--- src/rtl/imem_loader.sv ---
// Streams a Y86-64 program image into byte-addressed instruction memory, then
// releases the core at ENTRY_PC and parks it again on halt or image overflow.
module imem_loader #(
  parameter int          ADDR_W   = 10,
  parameter logic [63:0] ENTRY_PC = 64'd32
) (
  input  logic              clk,
  input  logic              rst_n,
  input  logic              start,
  input  logic [ADDR_W-1:0] base_addr,
  input  logic              s_valid,
  input  logic [7:0]        s_data,
  input  logic              s_last,
  output logic              s_ready,
  output logic              imem_we,
  output logic [ADDR_W-1:0] imem_addr,
  output logic [7:0]        imem_wdata,
  input  logic              hlt,
  output logic              proc_run,
  output logic [63:0]       entry_pc,
  output logic              busy,
  output logic              err,
  output logic [ADDR_W:0]   byte_count,
  output logic [7:0]        checksum
);

  typedef enum logic [2:0] {
    S_IDLE,
    S_LOAD,
    S_RUN,
    S_HALTED,
    S_ERR
  } state_t;

  localparam logic [ADDR_W-1:0] TOP_ADDR = {ADDR_W{1'b1}};
  localparam logic [ADDR_W:0]   CNT_ONE  = {{ADDR_W{1'b0}}, 1'b1};

  state_t              state_q;
  logic [ADDR_W-1:0]   wr_ptr_q;
  logic                s_ready_q;
  logic                imem_we_q;
  logic [ADDR_W-1:0]   imem_addr_q;
  logic [7:0]          imem_wdata_q;
  logic                proc_run_q;
  logic [63:0]         entry_pc_q;
  logic                busy_q;
  logic                err_q;
  logic [ADDR_W:0]     byte_count_q;
  logic [7:0]          checksum_q;
  logic                accept_d;

  // s_ready_q is high exactly while in LOAD, so it alone qualifies acceptance.
  assign accept_d = s_valid && s_ready_q;

  always_ff @(posedge clk or negedge rst_n) begin
    if (!rst_n) begin
      state_q      <= S_IDLE;
      wr_ptr_q     <= '0;
      s_ready_q    <= 1'b0;
      imem_we_q    <= 1'b0;
      imem_addr_q  <= '0;
      imem_wdata_q <= '0;
      proc_run_q   <= 1'b0;
      entry_pc_q   <= '0;
      busy_q       <= 1'b0;
      err_q        <= 1'b0;
      byte_count_q <= '0;
      checksum_q   <= '0;
    end else begin
      imem_we_q <= 1'b0;
      case (state_q)
        S_IDLE, S_HALTED, S_ERR: begin
          if (start) begin
            state_q      <= S_LOAD;
            s_ready_q    <= 1'b1;
            busy_q       <= 1'b1;
            err_q        <= 1'b0;
            wr_ptr_q     <= base_addr;
            byte_count_q <= '0;
            checksum_q   <= '0;
          end
        end
        S_LOAD: begin
          if (accept_d) begin
            imem_we_q    <= 1'b1;
            imem_addr_q  <= wr_ptr_q;
            imem_wdata_q <= s_data;
            byte_count_q <= byte_count_q + CNT_ONE;
            checksum_q   <= checksum_q ^ s_data;
            if (wr_ptr_q != TOP_ADDR) begin
              wr_ptr_q <= wr_ptr_q + 1'b1;
            end
            if (s_last) begin
              state_q    <= S_RUN;
              s_ready_q  <= 1'b0;
              busy_q     <= 1'b0;
              entry_pc_q <= ENTRY_PC;
            end else if (wr_ptr_q == TOP_ADDR) begin
              state_q   <= S_ERR;
              s_ready_q <= 1'b0;
              busy_q    <= 1'b0;
              err_q     <= 1'b1;
            end
          end
        end
        S_RUN: begin
          // proc_run lags entry into RUN by one cycle so the final write lands first.
          if (hlt) begin
            state_q    <= S_HALTED;
            proc_run_q <= 1'b0;
          end else begin
            proc_run_q <= 1'b1;
          end
        end
        default: state_q <= S_IDLE;
      endcase
    end
  end

  assign s_ready    = s_ready_q;
  assign imem_we    = imem_we_q;
  assign imem_addr  = imem_addr_q;
  assign imem_wdata = imem_wdata_q;
  assign proc_run   = proc_run_q;
  assign entry_pc   = entry_pc_q;
  assign busy       = busy_q;
  assign err        = err_q;
  assign byte_count = byte_count_q;
  assign checksum   = checksum_q;

endmodule

--- config.mk ---
export PLATFORM = sky130hd
export DESIGN_NAME = imem_loader
export DESIGN_NICKNAME = d
export VERILOG_FILES = /design/src/rtl/imem_loader.sv
export SDC_FILE = /design/constraint.sdc
export NUM_CORES = 1
export LEC_CHECK = 0
export BUFFER_PORTS_ARGS = -buffer_cell sky130_fd_sc_hd__buf_4
export CAP_MARGIN = 10
export CORE_UTILIZATION = 46
export CTS_BUF_LIST = sky130_fd_sc_hd__clkbuf_2
export CTS_CLUSTER_DIAMETER = 30
export DETAILED_ROUTE_END_ITERATION = 7
export GPL_TIMING_DRIVEN = 0
export PLACE_DENSITY = 0.88
export SLEW_MARGIN = 20
export SYNTH_ARGS = -nofsm -noshare
export SYNTH_HDL_FRONTEND = slang
export SYNTH_SLANG_ARGS = --single-unit
--- constraint.sdc ---
create_clock -name clk -period 2.9 [get_ports clk]
set_input_delay 0.435 -clock clk [delete_from_list [all_inputs] [get_ports clk]]
set_output_delay 0.435 -clock clk [all_outputs]
set_load 0.05 [all_outputs]
**Word-level counts from Yosys, hierarchy flattened**

Index checks and enable logic that the tools add are counted.

- Register bits: 55
- Input bits: 24
- Output and inout port bits: 106

- Add/sub/neg operators: 2
- Eq/ne operators: 13
- Multiplexer cells: 29
- Bitwise logic cells: 1
- Reductions and logical operators: 11

Operator list:

| kind | count |
|---|---|
| 10-bit two-way mux | 3 |
| 11-bit two-way mux | 2 |
| 11-bit case mux with 2 select lines | 1 |
| 10-bit case mux with 2 select lines | 1 |
| 8-bit two-way mux | 2 |
| 8-bit case mux with 2 select lines | 1 |
| 3-bit two-way mux | 5 |
| 2-bit inequality test (second input constant) | 6 |
| 4-bit AND reduction | 3 |
| 11-bit by 1-bit adder with 11-bit output (second input constant) | 1 |
| 1-bit two-way mux | 11 |
| 10-bit by 1-bit adder with 10-bit output (second input constant) | 1 |
| 10-bit == test (second input constant) | 1 |
| 10-bit inequality test (second input constant) | 1 |
| 3-bit case mux with 3 select lines | 1 |
| 8-bit bitwise XOR | 1 |
| 3-bit by 2-bit == test with 1-bit output (second input constant) | 2 |
| 3-bit AND reduction | 2 |
| 5-bit AND reduction | 1 |
| 1-bit case mux with 2 select lines | 2 |
| 3-bit by 1-bit == test with 1-bit output (second input constant) | 1 |
| 3-bit == test (second input constant) | 1 |
| 3-bit zero test | 1 |
| 3-bit inequality test (second input constant) | 1 |
| other kinds (4) | 4 |

**Longest topological paths before layout**

- Depth after elaboration: 5
- Depth in mapped cells: 8

**Worst setup path before layout**

Ideal clock, no wire load.

- Kind: reg-to-reg
- Start: register, netlist name busy
- End: register state_q[2]
- Arrival: 1.664 ns
- Path slack: 1.118 ns
- Stages on the path, launching flop included: 6
- Buffers on the path: 0
- Period minus slack after synthesis: 1.782 ns
- Cell sequence: dfrtp_1 -> nand2_1 -> o21a_1 -> a211oi_1 -> o21a_1 -> nor2_1

RTL lines:

| element | RTL line | text |
|---|---|---|
| end signal: assignment | 57 | `state_q <= S_IDLE;` |
| end signal: assignment | 74 | `state_q <= S_LOAD;` |
| end signal: assignment | 94 | `state_q <= S_RUN;` |
| end: declaration | 38 | `state_t state_q;` |

**Worst setup path after layout**

- Start: register wr_ptr_q[0]
- End: register wr_ptr_q[7]

- Cells in the longest elaborated chain, start to end: 4
- Elaborated cells between the ends (all ways): 7
- Classes of those cells: add/sub: 1; eq/ne: 2; mux: 3; reduce/logical: 1

RTL lines:

| element | RTL line | text |
|---|---|---|
| start: declaration | 39 | `logic [ADDR_W-1:0] wr_ptr_q;` |
| start signal: assignment | 78 | `wr_ptr_q <= base_addr;` |
| start signal: assignment | 91 | `wr_ptr_q <= wr_ptr_q + 1'b1;` |
| 10-bit by 1-bit adder with 10-bit output | 91 |  |
| 10-bit two-way mux | 90 | `if (wr_ptr_q != TOP_ADDR) begin` |
| 10-bit two-way mux | 84 | `if (accept_d) begin` |
| 10-bit case mux with 2 select lines | 71 | `case (state_q)` |

Several ways; a longest one is shown, not always the timed one. The select of a mux whose other input is x is not followed.
A chain may end at the register's enable or synchronous reset.

==> implementation parameters <==
Parameter                              Value

Pwr
  Sum of internal, switching and leakage power ... 4380 uW
  Peak VDD IR ... 0.565 mV
  Power per cell area ... 1070 nW/um^2
  Leak ... 0.00218 uW

Clock tree
  Clock-pin slew on the worst setup and hold paths ... 0.27 ns
  TritonCTS clock tree ... built
  H-tree Lvls ... 2
  CTS Hold Bufs ... 1
  Clk root buf ... clkbuf_2
  Post-CTS repair timing setup buffer count ... 0
  Longest Clk Path Bufs ... 2
  Clock latency on the worst-skew pair ... 0.45 ns
  CTS resizes ... 0
  Sink Count ... 55
  Clock buffers created by TritonCTS ... 5

Synth
  Mapped Area ... 3180 um^2
  Largest cells by area after synthesis ... dfrtp_1 (43%), buf_4 (16%), nand2_1 (9.3%)
  Main synth FF type ... dfrtp_1
  Fraction of registers with async set/reset ... 1.00
  Yosys warnings ... 0
  Flop and latch count out of synthesis ... 55
  Number of flops mapped to enable cells by yosys ... 0
  Largest area contributor in the synthesized netlist ... dfrtp_1
  Number of distinct library cells after synthesis ... 44
  Mean instance size in the synthesized netlist ... 8.70 um^2
  Synth top area share ... 0.433
  Post-synthesis sequential area ratio ... 0.433
  Number of standard cells after synthesis ... 365

Global route
  Maximum number of pins on one net before global-route repair ... 56
  Total global routing track utilization ... 0.195
  First-pass GRT wire length ... 11.3 mm
  Via count of the first global-routing pass ... 2,460
  Overflow left after global routing ... 0
  Antenna violations before repair ... 0

Timing
  Final period utilization ... 0.677
  Top achievable clock speed ... 509 MHz
  RSZ-0062 raised after global routing ... no
  Worst-Margin Slew ... 0.685 ns
  Slew HR ... 0.544
  Worst Skew ... 0.0135 ns
  Setup violation total in the final timing report ... 0
  Number of hold-slack violations in the final timing report ... 0
  Sum Neg Setup Slack ... 0 ns
  Final worst path period need ... 1.96 ns
  Max-slew violation count ... 0
  Smallest hold slack ... 0.162 ns

Layout
  Diode count ... 0
  Area of all placed cells without fillers ... 4080 um^2
  Fraction of final layout cells with drive strength greater than 1 ... 0.305
  Total of fill cells in the finished design ... 572
  Final instance count without filler cells ... 579
  Layout net count ... 527
  Synth-to-Final Area Change ... 28.3%

Floorplanning
  Die Y-Extent ... 85.1 um
  Die span in x ... 85.1 um
  Row count ... 29
  Number of placed I/O pins ... 130
  Initial core utilization ... 0.489
  Total Die Area ... 7240 um^2
  Total core area ... 6490 um^2

Drt
  Post-route DRC ... 0
  Vias per inst ... 4.77
  Initial detailed-routing violation count ... 138
  Total Wirelength ... 7.20 mm
  First-pass DRT Iterations ... 7
  Detailed-route wire length per cell ... 12.4 um
  Post-route ant nets ... 0
  Count of vias placed by the detailed router ... 2,762

Setup path
  Crit path arrival time ... 2.32 ns
  WP data required ... 3.25 ns
  Crit path kind ... flop to flop
  CP Capture Type ... flop
  Setup crit start kind ... flop
  Largest fanout of any net on the critical path ... 5

Place
  Final GP Congestion ... 0.844
  Detailed Place HPWL ... 5.37 mm
  Port Buffers ... 66
  Number of placed cells counting well taps ... 570
  Post-DP Area ... 4000 um^2

Min path
  Hold crit path type ... input pin to flop

Run
  Max Cap Viol ... 0

Status
  Run status ... finished, final reports clean
==> Yosys cell counts (all sizes together), types with 2 or more instances <==
cell type and instances:
nand2 79, buf 70, dfrtp 55, nor2 33, o21ai 28, a21oi 19
nand3 13, mux2i 11, clkbuf 10, nor3 4, a2bb2oi 3, a31oi 3
nand4 3, or3b 3, xor2 3, and3 2, ha 2, inv 2
nor3b 2, o2111ai 2, o21a 2, o22a 2, o2bb2ai 2
==> through the flow <==
stage	util	worst slack (ns)
after global routing	0.627	0.790
after CTS	0.627	0.947
after floorplan	-	1.12
after global placement	0.616	1.03
after detailed placement	0.616	0.972
final	0.627	0.937
==> metal layers <==
metal,part of all wire,vias up,wire [um],GRT usage
met5,0,-,0,0
met1,0.43,1257,3070,0.242
met3,0.064,14,461,0.0331
met2,0.50,118,3570,0.343
li1,-,1373,-,-
met4,0.014,0,99,0.0724
==> cells by family (layout without fill, tap and decap cells) <==
family | Yosys count | after routing | synth area share
AOI/OAI and AO/OA | 68 | 68 | 0.137
DFF | 55 | 55 | 0.433
and+or+nand+nor | 142 | 142 | 0.197
adders and majority gates | 2 | 2 | 0.00788
buffers and inverters | 83 | 158 | 0.181
muxes | 11 | 11 | 0.0347
xor gates and xnor gates | 3 | 3 | 0.00827
other | 1 | 63 | 0.00118
==> worst max-delay path, cell delays in order, from the launching register on <==
cell and delay, ns:
dfrtp_1 0.53, ha_1 0.29, nand2_1 0.13, nor3_2 0.42, o2bb2ai_1 0.25, a21oi_1 0.09
a2bb2oi_1 0.16
==> state kept, by name, summed over array words and instances, names as in the netlist <==
| name | count |
|---|---|
| proc_run | 1 |
| imem_wdata | 8 |
| wr_ptr_q | 10 |
| checksum | 8 |
| byte_count | 11 |
| imem_we | 1 |
| err | 1 |
| entry_pc | 1 |
| busy | 1 |
| state_q | 3 |
| imem_addr | 10 |
==> power breakdown <==
group | total [uW] | switching [uW] | internal, uW
Sequential | 1350 | 288 | 1070
Clock | 385 | 243 | 141
Combinational | 2640 | 1820 | 817
==> path summary, 6_finish.rpt <==
kind | from | to | slack [ns] | depth (start not counted)
worst max-delay path | wr_ptr_q[0]$_DFFE_PN0P_ | wr_ptr_q[7]$_DFFE_PN0P_ | 0.94 | 6
worst min-delay path | s_data[0] | imem_wdata[0]$_DFFE_PN0P_ | 0.16 | 3
worst max register to register | wr_ptr_q[0]$_DFFE_PN0P_ | wr_ptr_q[7]$_DFFE_PN0P_ | 0.94 | 6
worst min register to register | imem_addr[7]$_DFFE_PN0P_ | imem_addr[7]$_DFFE_PN0P_ | 0.51 | 2
max in group asynchronous | rst_n | wr_ptr_q[3]$_DFFE_PN0P_ | 1.93 | 2
min in group asynchronous | rst_n | checksum[4]$_DFFE_PN0P_ | 0.53 | 2
==> cell type report <==
type / instances / area (um^2) / share of cell area
Multi-Input combinational cell: 289 / 1460 / 0.358
Sequential cell: 55 / 1380 / 0.338
Clock buffer: 5 / 25.0 / 0.00614
Clock inverter: 3 / 38.8 / 0.00952
Tap cell: 77 / 96.3 / 0.0236
Inverter: 3 / 16.3 / 0.00399
Timing Repair Buffer: 67 / 505 / 0.124
Buffer: 80 / 559 / 0.137
==> cell usage in the layout (no fill, tap or decap), types with 3 or more instances in the layout <==
cell type / n
mux2i_1: 11
o21ai_1: 3
a31oi_1: 3
o21ai_0: 25
xor2_1: 3
nand3_1: 12
dfrtp_1: 55
buf_4: 132
nor2_1: 33
conb_1: 63
a21oi_1: 18
buf_2: 3
nor3_1: 3
nand4_1: 3
clkbuf_2: 5
clkbuf_1: 10
nand2_1: 79
Power figures use the tool's default switching activity.
